### config.mk
export PLATFORM = sky130hd
export DESIGN_NAME = fdtd_ctrl_regs_flat
export DESIGN_NICKNAME = d
export VERILOG_FILES = /design/src/rtl/fdtd_ctrl_regs_if.sv /design/src/rtl/fdtd_ctrl_regs.sv /design/src/flat_wrapper.sv
export SDC_FILE = /design/constraint.sdc
export NUM_CORES = 1
export LEC_CHECK = 0
export BUFFER_PORTS_ARGS = -buffer_cell sky130_fd_sc_hd__clkbuf_2
export CAP_MARGIN = 20
export CORE_MARGIN = 8
export CORE_UTILIZATION = 33
export CTS_CLUSTER_DIAMETER = 200
export DETAILED_ROUTE_END_ITERATION = 6
export PLACE_DENSITY = 0.56
export SETUP_SLACK_MARGIN = 0.15
export SLEW_MARGIN = 20
export SYNTH_ARGS = -nofsm -noshare
export SYNTH_HDL_FRONTEND = slang
export SYNTH_SLANG_ARGS = --single-unit
### constraint.sdc
create_clock -name ACLK -period 2.35 [get_ports ACLK]
set_input_delay 0.1175 -clock ACLK [delete_from_list [all_inputs] [get_ports ACLK]]
set_output_delay 0.1175 -clock ACLK [all_outputs]
set_load 0.02 [all_outputs]
### src/rtl/fdtd_ctrl_regs_if.sv
// Register-access bus between the AXI word adapters and the FDTD control bank.
interface fdtd_ctrl_regs_if #(
    parameter int unsigned AXI4_DATA_WIDTH = 32,
    parameter int unsigned WORD_ADDR_WIDTH = 4
);
    localparam int unsigned STRB_WIDTH = AXI4_DATA_WIDTH / 8;

    logic                       rd_avalid_i;
    logic [WORD_ADDR_WIDTH-1:0] rd_word_addr_i;
    logic [AXI4_DATA_WIDTH-1:0] rd_data_o;
    logic                       wr_avalid_i;
    logic [WORD_ADDR_WIDTH-1:0] wr_word_addr_i;
    logic [AXI4_DATA_WIDTH-1:0] wr_data_i;
    logic [STRB_WIDTH-1:0]      wr_strb_i;

    modport master (
        output rd_avalid_i, rd_word_addr_i,
        input  rd_data_o,
        output wr_avalid_i, wr_word_addr_i, wr_data_i, wr_strb_i
    );

    modport slave (
        input  rd_avalid_i, rd_word_addr_i,
        output rd_data_o,
        input  wr_avalid_i, wr_word_addr_i, wr_data_i, wr_strb_i
    );
endinterface

### src/rtl/fdtd_ctrl_regs.sv
// FDTD engine control/status registers and E/H phase run sequencer.
module fdtd_ctrl_regs #(
    parameter int unsigned AXI4_DATA_WIDTH = 32,
    parameter int unsigned WORD_ADDR_WIDTH = 4,
    parameter int unsigned STEP_WIDTH      = 16
) (
    input  logic            ACLK,
    input  logic            ARESETn,
    fdtd_ctrl_regs_if.slave bus,
    output logic            eng_start_o,
    output logic            eng_phase_o,
    input  logic            eng_done_i,
    output logic            irq_o
);
    localparam int unsigned DW = AXI4_DATA_WIDTH;
    localparam logic [WORD_ADDR_WIDTH-1:0] ADDR_CTRL   = WORD_ADDR_WIDTH'(0);
    localparam logic [WORD_ADDR_WIDTH-1:0] ADDR_STATUS = WORD_ADDR_WIDTH'(1);
    localparam logic [WORD_ADDR_WIDTH-1:0] ADDR_NSTEPS = WORD_ADDR_WIDTH'(2);
    localparam logic [WORD_ADDR_WIDTH-1:0] ADDR_STEP   = WORD_ADDR_WIDTH'(3);
    localparam logic [WORD_ADDR_WIDTH-1:0] ADDR_CYCLE  = WORD_ADDR_WIDTH'(4);

    typedef enum logic [2:0] {
        S_IDLE    = 3'd0,
        S_START_E = 3'd1,
        S_WAIT_E  = 3'd2,
        S_START_H = 3'd3,
        S_WAIT_H  = 3'd4
    } state_e;

    state_e                state_q, state_d;
    logic                  irq_en_q, irq_en_d;
    logic                  done_q, done_d;
    logic                  aborted_q, aborted_d;
    logic                  abort_pend_q, abort_pend_d;
    logic [STEP_WIDTH-1:0] nsteps_q, nsteps_d;
    logic [STEP_WIDTH-1:0] step_cnt_q, step_cnt_d;
    logic [31:0]           cycle_cnt_q, cycle_cnt_d;
    logic                  eng_start_q, eng_start_d;
    logic                  eng_phase_q, eng_phase_d;
    logic                  irq_q, irq_d;

    logic wr_ctrl_c, wr_status_c, wr_nsteps_c;
    logic start_req_c, abort_req_c;
    logic busy_c, run_accept_c, zero_run_c;
    logic wait_done_c, h_done_c, last_step_c;
    logic [DW-1:0] rd_data_c;

    // Bits of the bus that carry no meaning for this register map.
    logic unused_ok;
    assign unused_ok = ^{bus.rd_avalid_i, bus.wr_data_i, bus.wr_strb_i};

    // Write decode and run-event qualifiers.
    always_comb begin
        wr_ctrl_c    = bus.wr_avalid_i && (bus.wr_word_addr_i == ADDR_CTRL);
        wr_status_c  = bus.wr_avalid_i && (bus.wr_word_addr_i == ADDR_STATUS) && bus.wr_strb_i[0];
        wr_nsteps_c  = bus.wr_avalid_i && (bus.wr_word_addr_i == ADDR_NSTEPS);
        start_req_c  = wr_ctrl_c && bus.wr_strb_i[0] && bus.wr_data_i[0];
        abort_req_c  = wr_ctrl_c && bus.wr_strb_i[0] && bus.wr_data_i[1];
        busy_c       = (state_q != S_IDLE);
        run_accept_c = !busy_c && start_req_c && (nsteps_q != '0);
        zero_run_c   = !busy_c && start_req_c && (nsteps_q == '0);
        wait_done_c  = eng_done_i && ((state_q == S_WAIT_E) || (state_q == S_WAIT_H));
        h_done_c     = eng_done_i && (state_q == S_WAIT_H);
        last_step_c  = ((step_cnt_q + STEP_WIDTH'(1)) == nsteps_q);
    end

    // All flops, asynchronously cleared.
    always_ff @(posedge ACLK or negedge ARESETn) begin
        if (!ARESETn) begin
            state_q      <= S_IDLE;
            irq_en_q     <= 1'b0;
            done_q       <= 1'b0;
            aborted_q    <= 1'b0;
            abort_pend_q <= 1'b0;
            nsteps_q     <= '0;
            step_cnt_q   <= '0;
            cycle_cnt_q  <= '0;
            eng_start_q  <= 1'b0;
            eng_phase_q  <= 1'b0;
            irq_q        <= 1'b0;
        end else begin
            state_q      <= state_d;
            irq_en_q     <= irq_en_d;
            done_q       <= done_d;
            aborted_q    <= aborted_d;
            abort_pend_q <= abort_pend_d;
            nsteps_q     <= nsteps_d;
            step_cnt_q   <= step_cnt_d;
            cycle_cnt_q  <= cycle_cnt_d;
            eng_start_q  <= eng_start_d;
            eng_phase_q  <= eng_phase_d;
            irq_q        <= irq_d;
        end
    end

    // Sequencer next state: alternate E and H phases until NSTEPS or abort.
    always_comb begin
        state_d = state_q;
        unique case (state_q)
            S_IDLE:    if (run_accept_c) state_d = S_START_E;
            S_START_E: state_d = S_WAIT_E;
            S_WAIT_E:  if (eng_done_i) state_d = abort_pend_q ? S_IDLE : S_START_H;
            S_START_H: state_d = S_WAIT_H;
            S_WAIT_H:  if (eng_done_i) state_d = (abort_pend_q || last_step_c) ? S_IDLE : S_START_E;
            default:   state_d = S_IDLE;
        endcase
    end

    // Register updates and registered engine/irq outputs.
    always_comb begin
        irq_en_d     = irq_en_q;
        done_d       = done_q;
        aborted_d    = aborted_q;
        abort_pend_d = abort_pend_q;
        nsteps_d     = nsteps_q;
        step_cnt_d   = step_cnt_q;
        cycle_cnt_d  = cycle_cnt_q;

        if (wr_ctrl_c && bus.wr_strb_i[0]) irq_en_d = bus.wr_data_i[2];

        if (wr_nsteps_c && !busy_c) begin
            for (int unsigned i = 0; i < STEP_WIDTH; i++) begin
                if (bus.wr_strb_i[i / 8]) nsteps_d[i] = bus.wr_data_i[i];
            end
        end

        // Clears first so that a same-cycle hardware set wins.
        if (wr_status_c && bus.wr_data_i[1]) done_d    = 1'b0;
        if (wr_status_c && bus.wr_data_i[2]) aborted_d = 1'b0;

        if (run_accept_c) begin
            done_d      = 1'b0;
            aborted_d   = 1'b0;
            step_cnt_d  = '0;
            cycle_cnt_d = '0;
        end else if (busy_c && (cycle_cnt_q != '1)) begin
            cycle_cnt_d = cycle_cnt_q + 32'd1;
        end

        if (h_done_c) step_cnt_d = step_cnt_q + STEP_WIDTH'(1);
        if (zero_run_c || (h_done_c && !abort_pend_q && last_step_c)) done_d = 1'b1;
        if (wait_done_c && abort_pend_q) aborted_d = 1'b1;

        if (busy_c && abort_req_c) abort_pend_d = 1'b1;
        if (state_d == S_IDLE)     abort_pend_d = 1'b0;

        eng_start_d = (state_d == S_START_E) || (state_d == S_START_H);
        eng_phase_d = (state_d == S_START_H) || (state_d == S_WAIT_H);
        irq_d       = irq_en_d && (done_d || aborted_d);
    end

    // Combinational read mux, independent of the read strobe.
    always_comb begin
        rd_data_c = '0;
        unique case (bus.rd_word_addr_i)
            ADDR_CTRL:   rd_data_c = {{(DW-3){1'b0}}, irq_en_q, 2'b00};
            ADDR_STATUS: rd_data_c = {{(DW-3){1'b0}}, aborted_q, done_q, busy_c};
            ADDR_NSTEPS: rd_data_c = DW'(nsteps_q);
            ADDR_STEP:   rd_data_c = DW'(step_cnt_q);
            ADDR_CYCLE:  rd_data_c = DW'(cycle_cnt_q);
            default:     rd_data_c = '0;
        endcase
    end

    assign bus.rd_data_o = rd_data_c;
    assign eng_start_o   = eng_start_q;
    assign eng_phase_o   = eng_phase_q;
    assign irq_o         = irq_q;
endmodule
### src/flat_wrapper.sv
// flat-port wrapper written by rule: the top's interface ports become plain ports
module fdtd_ctrl_regs_flat 
#(
    parameter int unsigned AXI4_DATA_WIDTH = 32,
    parameter int unsigned WORD_ADDR_WIDTH = 4,
    parameter int unsigned STEP_WIDTH      = 16
)
  (ACLK, ARESETn, eng_start_o, eng_phase_o, eng_done_i, irq_o, bus_rd_avalid_i, bus_rd_word_addr_i, bus_rd_data_o, bus_wr_avalid_i, bus_wr_word_addr_i, bus_wr_data_i, bus_wr_strb_i);
  fdtd_ctrl_regs_if #(.AXI4_DATA_WIDTH(AXI4_DATA_WIDTH), .WORD_ADDR_WIDTH(WORD_ADDR_WIDTH)) bus_i ();
  input  logic ACLK;
  input  logic ARESETn;
  output logic eng_start_o;
  output logic eng_phase_o;
  input  logic eng_done_i;
  output logic irq_o;
  input wire logic [$bits(bus_i.rd_avalid_i)-1:0] bus_rd_avalid_i;
  input wire logic [$bits(bus_i.rd_word_addr_i)-1:0] bus_rd_word_addr_i;
  output wire logic [$bits(bus_i.rd_data_o)-1:0] bus_rd_data_o;
  input wire logic [$bits(bus_i.wr_avalid_i)-1:0] bus_wr_avalid_i;
  input wire logic [$bits(bus_i.wr_word_addr_i)-1:0] bus_wr_word_addr_i;
  input wire logic [$bits(bus_i.wr_data_i)-1:0] bus_wr_data_i;
  input wire logic [$bits(bus_i.wr_strb_i)-1:0] bus_wr_strb_i;
  assign bus_i.rd_avalid_i = bus_rd_avalid_i;
  assign bus_i.rd_word_addr_i = bus_rd_word_addr_i;
  assign bus_rd_data_o = bus_i.rd_data_o;
  assign bus_i.wr_avalid_i = bus_wr_avalid_i;
  assign bus_i.wr_word_addr_i = bus_wr_word_addr_i;
  assign bus_i.wr_data_i = bus_wr_data_i;
  assign bus_i.wr_strb_i = bus_wr_strb_i;
  fdtd_ctrl_regs #(.AXI4_DATA_WIDTH(AXI4_DATA_WIDTH), .WORD_ADDR_WIDTH(WORD_ADDR_WIDTH), .STEP_WIDTH(STEP_WIDTH)) u_core (.ACLK(ACLK), .ARESETn(ARESETn), .bus(bus_i), .eng_start_o(eng_start_o), .eng_phase_o(eng_phase_o), .eng_done_i(eng_done_i), .irq_o(irq_o));
endmodule
* Yosys cells after proc, flatten, opt, wreduce, memory -nomap -nowiden
Index checks and enable logic that the tools add are counted. W data, S select, Z words.
Word-level totals: bits in registers 74, input bits 49, logic and storage cells 90
Cells by class: multiplexer cells 20, equal/unequal tests 15, add/sub/neg operators 2, reductions and logical operators 41
Operators with widths (number):
- $pmux W32 S5 | 1
- $mux W32 | 2
- $add A32 B1 Y32 const B | 1
- $mux W16 | 2
- $ne A32 B32 Y1 const B | 1
- $logic_and A1 B1 Y1 | 21
- $add A16 B1 Y16 const B | 1
- $eq A16 B16 Y1 | 1
- $logic_not A16 Y1 | 1
- $reduce_bool A16 Y1 | 1
- $pmux W3 S5 | 1
- $eq A4 B2 Y1 const B | 3
- $mux W1 | 10
- $eq A3 B2 Y1 const B | 3
- $mux W3 | 3
- $eq A4 B1 Y1 const B | 2
- $logic_not A4 Y1 | 2
- $eq A3 B1 Y1 const B | 2
- $eq A3 B3 Y1 const B | 2
- $logic_not A3 Y1 | 2
- $logic_or A1 B1 Y1 | 6
- $reduce_bool A2 Y1 | 3
- $eq A4 B3 Y1 const B | 1
- $reduce_and A2 Y1 | 2
- 3 further kinds | 4

* Longest topological paths before layout
Gate-level depths: netlist of run 1.
word-level depth 10, mapped depth 9

* Worst setup path after synthesis of run 1
No wires, ideal clock.
path kind flip-flop to flip-flop, start reg u_core.step_cnt_q[1], end reg u_core.abort_pend_q, stages on the path, launching flop included 10, path buffers 1, arrival time 2.247 ns, setup slack -0.021 ns, clock period less this slack 2.371 ns, required time 2.226 ns, path through dfrtp_1 ha_1 buf_2 nand2_1 nor4_2 o211ai_1 a2111o_1 nor4_1 or3_1 a21oi_1
On the way: longest elaborated chain between the ends 8, elaborated cells between the ends (all ways) 9, those cells by class 1 x add/sub; 1 x eq/ne; 4 x mux; 3 x reduce/logical
Ends and longest elaborated chain:
- start, declared | line fdtd_ctrl_regs.sv:36 | logic [STEP_WIDTH-1:0] step_cnt_q, step_cnt_d;
- start signal, assigned | line fdtd_ctrl_regs.sv:88 | step_cnt_q <= step_cnt_d;
- $add A16 B1 Y16 (*) | line fdtd_ctrl_regs.sv:64 | last_step_c = ((step_cnt_q + STEP_WIDTH'(1)) == nsteps_q);
- $eq A16 B16 Y1 (*) | line fdtd_ctrl_regs.sv:64
- $logic_or A1 B1 Y1 (*) | line fdtd_ctrl_regs.sv:104 | S_WAIT_H: if (eng_done_i) state_d = (abort_pend_q || last_step_c) ? S_IDLE : S_START_E;
- $mux W1 (*) | line fdtd_ctrl_regs.sv:104
- $mux W3 (*) | line fdtd_ctrl_regs.sv:104
- $pmux W3 S5 (*) | line fdtd_ctrl_regs.sv:99 | unique case (state_q)
- $logic_not A3 Y1 (*) | line fdtd_ctrl_regs.sv:145 | if (state_d == S_IDLE) abort_pend_d = 1'b0;
- $mux W1 / $reduce_bool A2 Y1 (equally long branches)
- end signal, assigned | line fdtd_ctrl_regs.sv:86 | abort_pend_q <= abort_pend_d;
- end, declared | line fdtd_ctrl_regs.sv:34 | logic abort_pend_q, abort_pend_d;
Mark *: on every way between the ends. The rest lies on a longest branch, timed or not. A chain may end at the register's enable or synchronous reset.

* Worst setup path after layout of run 1
Same ends and word-level chain as after synthesis.

==> results.txt, run 1 <==
----------------------------------------------------
[Floorplanning]
  Top-Level Pins ... 84
  Die outline area ... roughly 0.018 mm2
  Cell Rows ... 43
  Height of the chip ... ~130 um
  X dimension of the die ... 133.2 um
  Core outline area ... ~0.014 mm2
  Initial core utilization ... 0.3318

[GRT]
  Met1 Track Usage GR ... 0.1974
  Global-route wire length before repair ... between 20000 and 25000 um
  Fraction of met3 tracks used by global routing ... 0.02372
  Maximum number of pins on one net before global-route repair ... 40
  Leftover overflow at the end of global routing ... 0
  Number of antenna violations at the first check in global routing ... 0
  GRT Total Usage ... 0.1592
  GR Util met2 ... 0.2613
  Number of global-route vias before repair ... 4439
  Global-route layer with the greatest usage ... met2

[Drt]
  Detail Route Antenna Nets ... 0
  Vias per cell ... approximately 5.4
  Routed wire length per instance ... 17.14 um
  First DRT Iteration DRCs ... 345
  Total wirelength of the detailed-routed design ... between 10000 and 15000 um
  Remaining routing DRC violations ... 0
  Vias ... ~4400
  1st-pass router iterations ... 6

[Pwr]
  Power per cell area ... just over 1000 mW/mm2
  Worst ir drop on vdd ... approximately 0.00047 V
  Total power consumption of the routed design ... roughly 6.4 mW
  Static leakage power ... between 2 and 3 nW

[Finish]
  Top library cells by usage in the layout, fill and taps aside ... sky130_fd_sc_hd__dfrtp_1, sky130_fd_sc_hd__clkbuf_2, sky130_fd_sc_hd__buf_4, sky130_fd_sc_hd__nor2_1, sky130_fd_sc_hd__nand2_1
  Post-Layout Inst Area ... between 0.006 and 0.007 mm2
  Number of cells in the finished layout apart from fillers ... approximately 800
  Post-Route Utilization ... 0.4498
  Signed area change from the synthesized netlist to the final layout ... 35.57%
  Most common cell after layout, fill and taps aside ... sky130_fd_sc_hd__dfrtp_1
  NumNets Final ... around 700
  Diode count ... 0
  Fraction of final layout cells sized beyond drive strength 1 ... 0.3270

[Outcome]
  Status ... complete, no violations

[Critical path]
  Type of element capturing the critical path ... register
  Crit Reg-Reg Startpoint ... u_core.step_cnt_q[1]$_DFFE_PN0P_
  RR Endpoint ... u_core.abort_pend_q$_DFFE_PN0P_
  Highest fanout seen on the critical path ... 6
  Reg-to-reg setup timing slack ... 0.07 ns
  Element type at the critical path start ... register
  Worst path required time ... approximately 2.6 ns
  Crit path DAT ... 2.54 ns
  Type of the worst setup path ... register to register
  Critical path origin ... u_core.step_cnt_q[1]$_DFFE_PN0P_
  Timing endpoint of the critical path ... u_core.abort_pend_q$_DFFE_PN0P_
  Worst reg-to-reg path cell count ... 10

[Yosys]
  Portion of synthesized cell area occupied by the leading cell type ... 0.4084
  Synthesis warning total ... 0
  Count of unique library cells instantiated by Yosys ... 52
  Post-Syn Instances ... approximately 510
  Biggest area consumer among synthesized cells ... sky130_fd_sc_hd__dfrtp_1
  Synthesized area ... approximately 0.0045 mm2
  Number of nets produced by synthesis ... 559
  EDFF count, synth ... 0
  Post-synth top flop ... sky130_fd_sc_hd__dfrtp_1
  Proportion of synthesized chip area in sequential cells ... 0.4084
  Mapped Avg Cell Area ... 8.926 um2
  Total of flip-flops plus latches after synthesis ... 74
  Cell types with the largest area share after synthesis ... sky130_fd_sc_hd__dfrtp_1, sky130_fd_sc_hd__xor2_1, sky130_fd_sc_hd__mux2_2
  Async set or reset register ratio after synthesis ... 1.000

[Run]
  Maximum Capacitance Violations ... 0

[Place]
  Placer Congestion ... between 0.8 and 0.9
  DP Wirelength ... between 10000 and 15000 um
  Placed inst area ... between 0.005 and 0.006 mm2
  Number of port buffers ... between 60 and 70
  Setup slack at placement ... -0.05801 ns
  Placed Cells incl. Taps ... slightly below 800

[Timing]
  Final setup skew ... a little over 0.007 ns
  Number of setup violations in the final report ... 0
  Number of slew-limit violations in the final report ... 0
  Final worst path period need ... roughly 2.3 ns
  Hold WS ... ~0.012 ns
  Fmax ... 439.4 MHz
  Relative slew slack ... 0.6556
  Final worst slack ... approximately 0.074 ns
  Period utilisation layout ... 0.9685
  RSZ-0062 raised after global routing ... true
  Final count of hold timing violations ... 0
  Slew of the pin with the lowest slew margin ... approximately 0.52 ns
  Setup tns final ... 0 ns

[Clock tree]
  Skew-Pair Late Insertion Delay ... around 0.34 ns
  Number of H-tree levels ... 3
  CTS sink count ... 74
  TritonCTS clock tree ... yes
  Total CTS buffers ... 9
  Clock transition at path regs ... ~0.060 ns
  Buffer type at the clock tree root ... sky130_fd_sc_hd__clkbuf_16
  Clk buf depth ... 2

[Hold path]
  Hold WC Path Type ... input port to register

----------------------------------------------------
## kinds of logic (layout without fill, tap and decap cells)
kind of cell	after synthesis	after routing	synth area share
AOI/OAI and AO/OA	79	79	0.1214
xor gates and xnor gates	50	50	0.09658
adders and majority gates	2	2	0.005518
buffers and inverters	52	180	0.04691
DFF	74	74	0.4084
muxes	22	22	0.05381
and+or+nand+nor	229	229	0.2674
## report_power, final
part	internal, mW	switching [mW]
clock	0.929	0.548
combinational	1.20	1.37
sequential	1.72	0.602
## registers in the layout (all words and copies together), names as in the netlist
register	count
u_core.irq_o	1
u_core.aborted_q	1
u_core.eng_phase_o	1
u_core.step_cnt_q	16
u_core.abort_pend_q	1
u_core.done_q	1
u_core.nsteps_q	16
u_core.state_q	3
u_core.cycle_cnt_q	32
u_core.irq_en_q	1
u_core.eng_start_o	1
## what timing repair did
item / CTS / global route
gates cloned: 0 / 0
buffers inserted: 12 / 5
hold buffers: 4 / 0
endpoints found under the hold margin: 40 / 0
pin swaps: 14 / 5
endpoints found under the setup margin: 11 / 33
gates resized for setup: 19 / 33
## worst max-delay path: stages, from the launching register on
cell and delay, ns:
sky130_fd_sc_hd__dfrtp_1 0.40, sky130_fd_sc_hd__buf_6 0.15, sky130_fd_sc_hd__nand3_2 0.14, sky130_fd_sc_hd__buf_4 0.18, sky130_fd_sc_hd__xnor2_1 0.13, sky130_fd_sc_hd__o211ai_1 0.10
sky130_fd_sc_hd__a21oi_1 0.36, sky130_fd_sc_hd__nor4_4 0.09, sky130_fd_sc_hd__buf_4 0.16, sky130_fd_sc_hd__or3_1 0.34, sky130_fd_sc_hd__a21oi_1 0.14
## per-layer routing
layer / part of all wire / vias to the layer above
met5: 0 / -
met4: 0.031 / 0
met3: 0.048 / 27
met2: 0.49 / 137
met1: 0.43 / 2150
li1: - / 2068
## layout make-up
| type | instances | area [um2] |
|---|---|---|
| tap | 180 | 225.2 |
| fill | 1356 | 7518 |
| timing repair buffer | 140 | 969.7 |
| clock buffer | 11 | 232.7 |
| multi-input combinational | 382 | 2696 |
| clock inverter | 5 | 78.83 |
| sequential | 74 | 1854 |
| inverter | 24 | 90.09 |
## cells in the mapped netlist (all sizes together) (11+ instances only)
cell type   n
a222oi     13
mux2       19
and3       11
nand3      25
dfrtp      74
xor2       28
xnor2      22
nand2      41
inv        24
nor4       19
nor3       15
and2       19
nand4      12
nor2       56
o21ai      29
clkbuf     20
## worst min path at each step
stage / to / start / depth (start not counted) / slack, ns
3_3_place_gp: u_core.step_cnt_q[7]$_DFFE_PN0P_ / ARESETn / 1 / 0.12
5_1_grt: u_core.nsteps_q[9]$_DFFE_PN0P_ / bus_wr_data_i[9] / 2 / 0.005
3_5_place_dp: u_core.step_cnt_q[7]$_DFFE_PN0P_ / ARESETn / 1 / 0.12
4_1_cts: u_core.nsteps_q[9]$_DFFE_PN0P_ / bus_wr_data_i[9] / 2 / 0.004
6_report: u_core.nsteps_q[9]$_DFFE_PN0P_ / bus_wr_data_i[9] / 2 / 0.01
2_1_floorplan: u_core.abort_pend_q$_DFFE_PN0P_ / ARESETn / 0 / -0.18
Power figures use the tool's default switching activity.
==> run 2: changes to the inputs <==
--- a/config.mk
+++ b/config.mk
@@ -9,6 +9,7 @@
 export CAP_MARGIN = 20
 export CORE_MARGIN = 8
 export CORE_UTILIZATION = 33
+export CTS_BUF_LIST = sky130_fd_sc_hd__clkbuf_8 sky130_fd_sc_hd__clkbuf_16
 export CTS_CLUSTER_DIAMETER = 200
 export DETAILED_ROUTE_END_ITERATION = 6
 export PLACE_DENSITY = 0.56
==> results.txt, run 2 (synthesized netlist as in run 1, its figures left out) <==
----------------------------------------------------
[Finish]
  Most common cell after layout, fill and taps aside ... sky130_fd_sc_hd__dfrtp_1 (unchanged)
  Sequential Area ... 0.001854 mm2 (unchanged)
  Fraction of final layout cells sized beyond drive strength 1 ... 0.3270 (unchanged)
  Reg with most FFs ... u_core.cycle_cnt_q (unchanged)
  Diode count ... 0 (unchanged)
  Signed area change from the synthesized netlist to the final layout ... 35.57% (unchanged)
  NumNets Final ... 682 (unchanged)
  Post-Route Utilization ... 0.4498 (unchanged)
  Count of filler cells inserted in the layout ... 1356 (unchanged)
  Top library cells by usage in the layout, fill and taps aside ... sky130_fd_sc_hd__dfrtp_1, sky130_fd_sc_hd__clkbuf_2, sky130_fd_sc_hd__buf_4, sky130_fd_sc_hd__nor2_1, sky130_fd_sc_hd__nand2_1 (unchanged)
  Max FFs per register ... 32 (unchanged)
  Largest registers ... u_core.cycle_cnt_q (32), u_core.nsteps_q (16), u_core.step_cnt_q (16) (unchanged)
  Area used by multi-input combinational logic ... 0.002696 mm2 (unchanged)

[Pwr]
  Worst ir drop on vdd ... 0.0004661 V (was 0.0004664 V)
  Static leakage power ... 2.788 nW (was 2.780 nW)
  Power per cell area ... 1035 mW/mm2 (was 1036 mW/mm2)

[Place]
  Setup slack at placement ... -0.05801 ns (unchanged)
  Placer Congestion ... 0.8818 (unchanged)
  Number of port buffers ... 64 (unchanged)
  DP Wirelength ... 10160 um (unchanged)

[Clock tree]
  Buffer type at the clock tree root ... sky130_fd_sc_hd__clkbuf_16 (unchanged)
  Clock transition at path regs ... 0.06 ns (about the same)
  Total CTS buffers ... 9 (unchanged)
  TritonCTS clock tree ... yes (unchanged)
  Number of H-tree levels ... 3 (unchanged)
  Skew-Pair Late Insertion Delay ... 0.34 ns (about the same)
  CTS sink count ... 74 (unchanged)
  Clk buf depth ... 2 (unchanged)

[Floorplanning]
  Core outline area ... 0.01367 mm2 (unchanged)
  Top-Level Pins ... 84 (unchanged)
  Height of the chip ... 133.2 um (unchanged)
  Initial core utilization ... 0.3318 (unchanged)
  X dimension of the die ... 133.2 um (unchanged)
  Die outline area ... 0.01775 mm2 (unchanged)
  Cell Rows ... 43 (unchanged)

[Drt]
  1st-pass router iterations ... 6 (unchanged)
  Total wirelength of the detailed-routed design ... 14000 um (was 13990 um)
  Detail Route Antenna Nets ... 0 (unchanged)
  First DRT Iteration DRCs ... 345 (unchanged)
  Routed wire length per instance ... 17.16 um (was 17.14 um)
  Remaining routing DRC violations ... 0 (unchanged)
  Vias ... 4386 (was 4382)
  Vias per cell ... 5.375 (was 5.370)

[Run]
  Maximum Capacitance Violations ... 0 (unchanged)

[Timing]
  Final count of hold timing violations ... 0 (unchanged)
  RSZ-0062 raised after global routing ... true (unchanged)
  Fmax ... 439.5 MHz (was 439.4 MHz)
  Number of setup violations in the final report ... 0 (unchanged)
  Slew of the pin with the lowest slew margin ... 0.5166 ns (was 0.5167 ns)
  Period utilisation layout ... 0.9682 (was 0.9685)
  Final worst path period need ... 2.275 ns (was 2.276 ns)
  Relative slew slack ... 0.6556 (about the same)
  Final worst slack ... 0.07479 ns (was 0.07392 ns)
  Final setup skew ... 0.006892 ns (was 0.007063 ns)
  Number of slew-limit violations in the final report ... 0 (unchanged)

[Critical path]
  Type of element capturing the critical path ... register (unchanged)
  Crit path DAT ... 2.54 ns (about the same)
  Type of the worst setup path ... register to register (unchanged)
  Worst path required time ... 2.62 ns (about the same)
  Element type at the critical path start ... register (unchanged)
  Highest fanout seen on the critical path ... 6 (unchanged)

[GRT]
  Maximum number of pins on one net before global-route repair ... 40 (unchanged)
  GRT Total Usage ... 0.1592 (unchanged)
  Number of antenna violations at the first check in global routing ... 0 (unchanged)
  Global-route wire length before repair ... 22840 um (unchanged)
  Number of global-route vias before repair ... 4439 (unchanged)
  Leftover overflow at the end of global routing ... 0 (unchanged)

[Outcome]
  Status ... complete, no violations (unchanged)

[Hold path]
  Hold WC Path Type ... input port to register (unchanged)

----------------------------------------------------
==> run 2: changes by cell type in the layout (fill, tap and decap cells not counted), sizes merged <==
cell	previous run	this run
clkbuf	74	72
inv	24	26
==> run 2: repair_timing <==
action | in CTS | in global routing
buffers inserted | 12 | 5
gates resized for setup | 19 | 33
endpoints found under the hold margin | 40 | 0
setup endpoints to repair | 11 | 33
pin swaps | 14 | 5
hold buffers | 4 | 0
==> run 2: path summary, 6_finish.rpt <==
path / startpoint / end / slack, ns / cells after the start
max in group asynchronous: ARESETn / u_core.step_cnt_q[6]$_DFFE_PN0P_ / 1.38 / 3
min in group asynchronous: ARESETn / u_core.step_cnt_q[7]$_DFFE_PN0P_ / 0.30 / 2
worst min register to register: u_core.step_cnt_q[15]$_DFFE_PN0P_ / u_core.step_cnt_q[15]$_DFFE_PN0P_ / 0.53 / 1
worst max register to register: u_core.step_cnt_q[1]$_DFFE_PN0P_ / u_core.abort_pend_q$_DFFE_PN0P_ / 0.07 / 10
worst min-delay path: bus_wr_data_i[9] / u_core.nsteps_q[9]$_DFFE_PN0P_ / 0.01 / 2
worst max-delay path: u_core.step_cnt_q[1]$_DFFE_PN0P_ / u_core.abort_pend_q$_DFFE_PN0P_ / 0.07 / 10
==> run 2: area by class of cell <==
cell class,instances,area share
Inverter,24,0.01465
Clock buffer,9,0.03664
Multi-Input combinational cell,382,0.4386
Timing Repair Buffer,140,0.1577
Tap cell,180,0.03664
Clock inverter,7,0.01404
Sequential cell,74,0.3016
==> run 2: routing by layer <==
metal | track usage | share of wire | vias to the layer above
li1 | - | - | 2071
met1 | 0.1974 | 0.43 | 2145
met2 | 0.2613 | 0.49 | 145
met3 | 0.02372 | 0.047 | 25
met4 | 0.08671 | 0.030 | 0
met5 | 0 | 0 | -
==> run 2: critical path, cell delays in order, from the launching register on <==
cell                       delay [ns]
sky130_fd_sc_hd__dfrtp_1         0.40
sky130_fd_sc_hd__buf_6           0.15
sky130_fd_sc_hd__nand3_2         0.14
sky130_fd_sc_hd__buf_4           0.18
sky130_fd_sc_hd__xnor2_1         0.13
sky130_fd_sc_hd__o211ai_1        0.10
sky130_fd_sc_hd__a21oi_1         0.36
sky130_fd_sc_hd__nor4_4          0.09
sky130_fd_sc_hd__buf_4           0.16
sky130_fd_sc_hd__or3_1           0.34
sky130_fd_sc_hd__a21oi_1         0.14
==> run 2: through the flow <==
step           cell area [um2]  total power, mW  hold slack [ns]  instances   TNS, ns
2_1_floorplan             4554            3.686          -0.1781        508         0
4_1_cts                   5961            6.214         0.003544        811         0
5_1_grt                   6147            6.771         0.005420        816  -0.05789
3_3_place_gp              5428            4.552           0.1250        779  -0.04583
6_report                  6147            6.362          0.01180        816         0
3_5_place_dp              5428            4.626           0.1242        779  -0.06471
==> run 2: power by group <==
group / internal [mW] / switching, mW / total [mW]
combinational: 1.20 / 1.37 / 2.57
sequential: 1.72 / 0.601 / 2.32
clock: 0.920 / 0.549 / 1.47
total: 3.84 / 2.52 / 6.36
==> run 3: changes to the inputs <==
--- a/config.mk
+++ b/config.mk
@@ -5,6 +5,7 @@
 export SDC_FILE = /design/constraint.sdc
 export NUM_CORES = 1
 export LEC_CHECK = 0
+export ABC_AREA = 1
 export BUFFER_PORTS_ARGS = -buffer_cell sky130_fd_sc_hd__clkbuf_2
 export CAP_MARGIN = 20
 export CORE_MARGIN = 8
@@ -14,7 +15,7 @@
 export DETAILED_ROUTE_END_ITERATION = 6
 export PLACE_DENSITY = 0.56
 export SETUP_SLACK_MARGIN = 0.15
-export SLEW_MARGIN = 20
+export SLEW_MARGIN = 10
 export SYNTH_ARGS = -nofsm -noshare
 export SYNTH_HDL_FRONTEND = slang
 export SYNTH_SLANG_ARGS = --single-unit
==> results.txt, run 3 <==
----------------------------------------------------
[Outcome]
  Status ... complete, no violations (unchanged)

[Place]
  Placed inst area ... 0.005334 mm2 (was 0.005428 mm2)
  Placer Congestion ... 0.8968 (was 0.8818)
  DP Wirelength ... 11360 um (was 10160 um)
  Number of port buffers ... 64 (unchanged)

[Critical path]
  Cell with the most instances on the worst path ... sky130_fd_sc_hd__nand2_1
  Type of element capturing the critical path ... register (unchanged)
  Highest fanout seen on the critical path ... 4 (was 6)
  Ordered cell list for the critical path ... ha_4 > nand2_2 > nor2_2 > nand2_1 > nand2_1 > nand3_1 > nand2_1 > nand4_1 > nor2_2 > nand3_2 > nand2_2 > nand4_1 > nand2_1 > inv_1 (was buf_6 > nand3_2 > buf_4 > xnor2_1 > o211ai_1 > a21oi_1 > nor4_4 > buf_4 > or3_1 > a21oi_1)
  Reg-to-reg setup timing slack ... 0.22 ns (was 0.07 ns)
  Cell type of the slowest stage on the worst timing path ... sky130_fd_sc_hd__dfrtp_1 (unchanged)
  Type of the worst setup path ... register to register (unchanged)
  Element type at the critical path start ... register (unchanged)
  Count of buffer and inverter cells on the critical path ... 1 (was 3)
  Slowest Stage Delay on Critical Path ... 0.40 ns (about the same)
  Crit path DAT ... 2.36 ns (was 2.54 ns)
  Worst path required time ... 2.59 ns (was 2.62 ns)
  Cell family contributing the most delay on the critical path ... simple AND/OR/NAND/NOR gates (was compound AO/OA/AOI/OAI gates)

[Timing]
  Final worst path period need ... 2.126 ns (was 2.275 ns)
  Slew of the pin with the lowest slew margin ... 0.6234 ns (was 0.5166 ns)
  RSZ-0062 raised after global routing ... false (was true)
  Final setup skew ... 0.003991 ns (was 0.006892 ns)
  Setup tns final ... 0 ns (unchanged)
  Final count of hold timing violations ... 0 (unchanged)
  Fmax ... 470.4 MHz (was 439.5 MHz)
  Number of slew-limit violations in the final report ... 0 (unchanged)
  Period utilisation layout ... 0.9047 (was 0.9682)
  Number of setup violations in the final report ... 0 (unchanged)
  Relative slew slack ... 0.5812 (was 0.6556)

[Floorplanning]
  Die outline area ... 0.01834 mm2 (was 0.01775 mm2)
  X dimension of the die ... 135.4 um (was 133.2 um)
  Cell Rows ... 43 (unchanged)
  Top-Level Pins ... 84 (unchanged)
  Initial core utilization ... 0.3378 (was 0.3318)
  Height of the chip ... 135.4 um (was 133.2 um)
  Core outline area ... 0.01393 mm2 (was 0.01367 mm2)

[Finish]
  Most common cell after layout, fill and taps aside ... sky130_fd_sc_hd__nand2_1 (was sky130_fd_sc_hd__dfrtp_1)
  Top library cells by usage in the layout, fill and taps aside ... sky130_fd_sc_hd__nand2_1, sky130_fd_sc_hd__inv_1, sky130_fd_sc_hd__nor2_1, sky130_fd_sc_hd__dfrtp_1, sky130_fd_sc_hd__clkbuf_2 (was sky130_fd_sc_hd__dfrtp_1, sky130_fd_sc_hd__clkbuf_2, sky130_fd_sc_hd__buf_4, sky130_fd_sc_hd__nor2_1, sky130_fd_sc_hd__nand2_1)
  Fraction of final layout cells sized beyond drive strength 1 ... 0.2249 (was 0.3270)
  Count of filler cells inserted in the layout ... 1424 (was 1356)
  NumNets Final ... 802 (was 682)
  Post-Layout Inst Area ... 0.005847 mm2 (was 0.006147 mm2)
  Reg with most FFs ... u_core.cycle_cnt_q (unchanged)
  Largest registers ... u_core.cycle_cnt_q (32), u_core.nsteps_q (16), u_core.step_cnt_q (16) (unchanged)
  Diode count ... 0 (unchanged)
  Max FFs per register ... 32 (unchanged)
  Signed area change from the synthesized netlist to the final layout ... 24.22% (was 35.57%)

[Drt]
  Remaining routing DRC violations ... 0 (unchanged)
  First DRT Iteration DRCs ... 268 (was 345)
  1st-pass router iterations ... 5 (was 6)
  Detail Route Antenna Nets ... 0 (unchanged)
  Routed wire length per instance ... 16.02 um (was 17.16 um)
  Total wirelength of the detailed-routed design ... 14990 um (was 14000 um)
  Vias per cell ... 5.214 (was 5.375)
  Vias ... 4880 (was 4386)

[Pwr]
  Total power consumption of the routed design ... 5.823 mW (was 6.362 mW)
  Worst ir drop on vdd ... 0.0004043 V (was 0.0004661 V)
  Power per cell area ... 995.9 mW/mm2 (was 1035 mW/mm2)
  Static leakage power ... 2.869 nW (was 2.788 nW)

[Yosys]
  Portion of synthesized cell area occupied by the leading cell type ... 0.3934 (was 0.4084)
  Synthesized-area fraction occupied by adder cells ... 0.005316 (was 0.005519)
  EDFF count, synth ... 0 (unchanged)
  Cell types with the largest area share after synthesis ... sky130_fd_sc_hd__dfrtp_1, sky130_fd_sc_hd__nand2_1, sky130_fd_sc_hd__inv_1 (was sky130_fd_sc_hd__dfrtp_1, sky130_fd_sc_hd__xor2_1, sky130_fd_sc_hd__mux2_2)
  Parity-gate share of the synthesized area counting xor and xnor cells ... 0.01887 (was 0.09658)
  Share of the synthesized area in compound gates (AO/OA/AOI/OAI) ... 0.1348 (was 0.1214)
  Proportion of synthesized area in mux cells ... 0 (was 0.05381)
  Proportion of synthesized chip area in sequential cells ... 0.3934 (was 0.4084)
  Simple-Gate Fraction of Synth Area ... 0.3535 (was 0.2674)
  Total of flip-flops plus latches after synthesis ... 74 (unchanged)
  Mapped Avg Cell Area ... 7.186 um2 (was 8.926 um2)
  Synthesized area ... 0.004707 mm2 (was 0.004534 mm2)
  Async set or reset register ratio after synthesis ... 1.000 (unchanged)
  Post-synth top flop ... sky130_fd_sc_hd__dfrtp_1 (unchanged)
  Post-Syn Instances ... 655 (was 508)
  Count of unique library cells instantiated by Yosys ... 44 (was 52)
  Biggest area consumer among synthesized cells ... sky130_fd_sc_hd__dfrtp_1 (unchanged)
  Synthesis warning total ... 0 (unchanged)
  Number of nets produced by synthesis ... 706 (was 559)
  Most common cell in the netlist ... sky130_fd_sc_hd__nand2_1 (was sky130_fd_sc_hd__dfrtp_1)
  Most numerous cell types in the synthesized netlist ... sky130_fd_sc_hd__nand2_1, sky130_fd_sc_hd__inv_1, sky130_fd_sc_hd__nor2_1, sky130_fd_sc_hd__dfrtp_1, sky130_fd_sc_hd__nand3_1 (was sky130_fd_sc_hd__dfrtp_1, sky130_fd_sc_hd__nor2_1, sky130_fd_sc_hd__nand2_1, sky130_fd_sc_hd__o21ai_0, sky130_fd_sc_hd__xor2_1)
  Largest family of logic cells by synthesized area ... simple AND/OR/NAND/NOR gates (unchanged)

[GRT]
  GRT Total Usage ... 0.1646 (was 0.1592)
  Global-route wire length before repair ... 23920 um (was 22840 um)
  Leftover overflow at the end of global routing ... 0 (unchanged)
  Number of antenna violations at the first check in global routing ... 0 (unchanged)
  Number of global-route vias before repair ... 4884 (was 4439)
  Maximum number of pins on one net before global-route repair ... 75 (was 40)

[Clock tree]
  TritonCTS clock tree ... yes (unchanged)
  Skew-Pair Late Insertion Delay ... 0.34 ns (about the same)
  CTS sink count ... 74 (unchanged)
  Number of H-tree levels ... 3 (unchanged)
  Clock transition at path regs ... 0.06 ns (about the same)
  Total CTS buffers ... 9 (unchanged)
  Clk buf depth ... 2 (unchanged)
  Buffer type at the clock tree root ... sky130_fd_sc_hd__clkbuf_16 (unchanged)

[Run]
  Maximum Capacitance Violations ... 0 (unchanged)

[Hold path]
  Hold WC Path Type ... input port to register (unchanged)

----------------------------------------------------
run 3: cell families after synthesis:
family / Yosys count
AO/OA/AOI/OAI: 103
XOR/XNOR: 7
adder cells (fa/ha/maj): 2
buffers and inverters: 115
flip-flops: 74
AND/OR/NAND/NOR: 354
run 3: layout make-up:
type,instances,area (um2),area share
Clock buffer,12,266.5,0.04558
Clock inverter,4,17.52,0.002996
Inverter,105,394.1,0.06741
Multi-Input combinational cell,467,2516,0.4303
Sequential cell,74,1853,0.3169
Tap cell,180,225.2,0.03852
Timing Repair Buffer,94,574.3,0.09822
run 3: final timing paths:
check,start,to,depth (start not counted)
max in group asynchronous,ARESETn,u_core.cycle_cnt_q[0]$_DFFE_PN0P_,3
max reg2reg,u_core.step_cnt_q[1]$_DFFE_PN0P_,u_core.abort_pend_q$_DFFE_PN0P_,14
max,u_core.step_cnt_q[1]$_DFFE_PN0P_,u_core.abort_pend_q$_DFFE_PN0P_,14
min in group asynchronous,ARESETn,u_core.step_cnt_q[8]$_DFFE_PN0P_,2
min reg2reg,u_core.cycle_cnt_q[25]$_DFFE_PN0P_,u_core.cycle_cnt_q[25]$_DFFE_PN0P_,1
min,bus_wr_data_i[5],u_core.nsteps_q[5]$_DFFE_PN0P_,3
run 3: where the power goes:
group	total [mW]	internal (mW)	switching (mW)	leakage, nW
registers	2.14	1.70	0.441	0.870
clock network	1.32	0.790	0.534	0.151
logic	2.36	0.877	1.49	1.85
total	5.82	3.36	2.46	2.87
run 3: timing repair:
action                                  4_1_cts  5_1_grt
hold buffers                                  1        0
endpoints found under the setup margin        0       28
setup buffers                                 0       11
gates resized for setup                       0       26
endpoints found under the hold margin        66        0
run 3: worst register-to-register path: stages (launching register included):
cell	delay, ns
sky130_fd_sc_hd__dfrtp_1	0.40
sky130_fd_sc_hd__ha_4	0.17
sky130_fd_sc_hd__nand2_2	0.10
sky130_fd_sc_hd__nor2_2	0.28
sky130_fd_sc_hd__nand2_1	0.10
sky130_fd_sc_hd__nand2_1	0.08
sky130_fd_sc_hd__nand3_1	0.07
sky130_fd_sc_hd__nand2_1	0.09
sky130_fd_sc_hd__nand4_1	0.15
sky130_fd_sc_hd__nor2_2	0.23
sky130_fd_sc_hd__nand3_2	0.10
sky130_fd_sc_hd__nand2_2	0.08
sky130_fd_sc_hd__nand4_1	0.07
sky130_fd_sc_hd__nand2_1	0.07
sky130_fd_sc_hd__inv_1	0.04
run 3: metrics by stage:
stage / instances / hold WS, ns / setup WS, ns / utilization
2_1_floorplan: 655 / -0.1781 / 0.4636 / -
3_3_place_gp: 906 / 0.3458 / 0.2192 / 0.3828
3_5_place_dp: 906 / 0.3486 / 0.1834 / 0.3828
4_1_cts: 923 / 0.01604 / 0.1637 / 0.4039
5_1_grt: 936 / 0.02979 / 0.1322 / 0.4196
6_report: 936 / 0.02164 / 0.2240 / 0.4196
run 3: routing by layer:
layer	up-vias	track usage	wire length, um
li1	2372	-	-
met5	-	0	0
met2	150	0.2864	7388
met4	0	0.05059	314
met1	2331	0.1927	6442
met3	27	0.04451	848
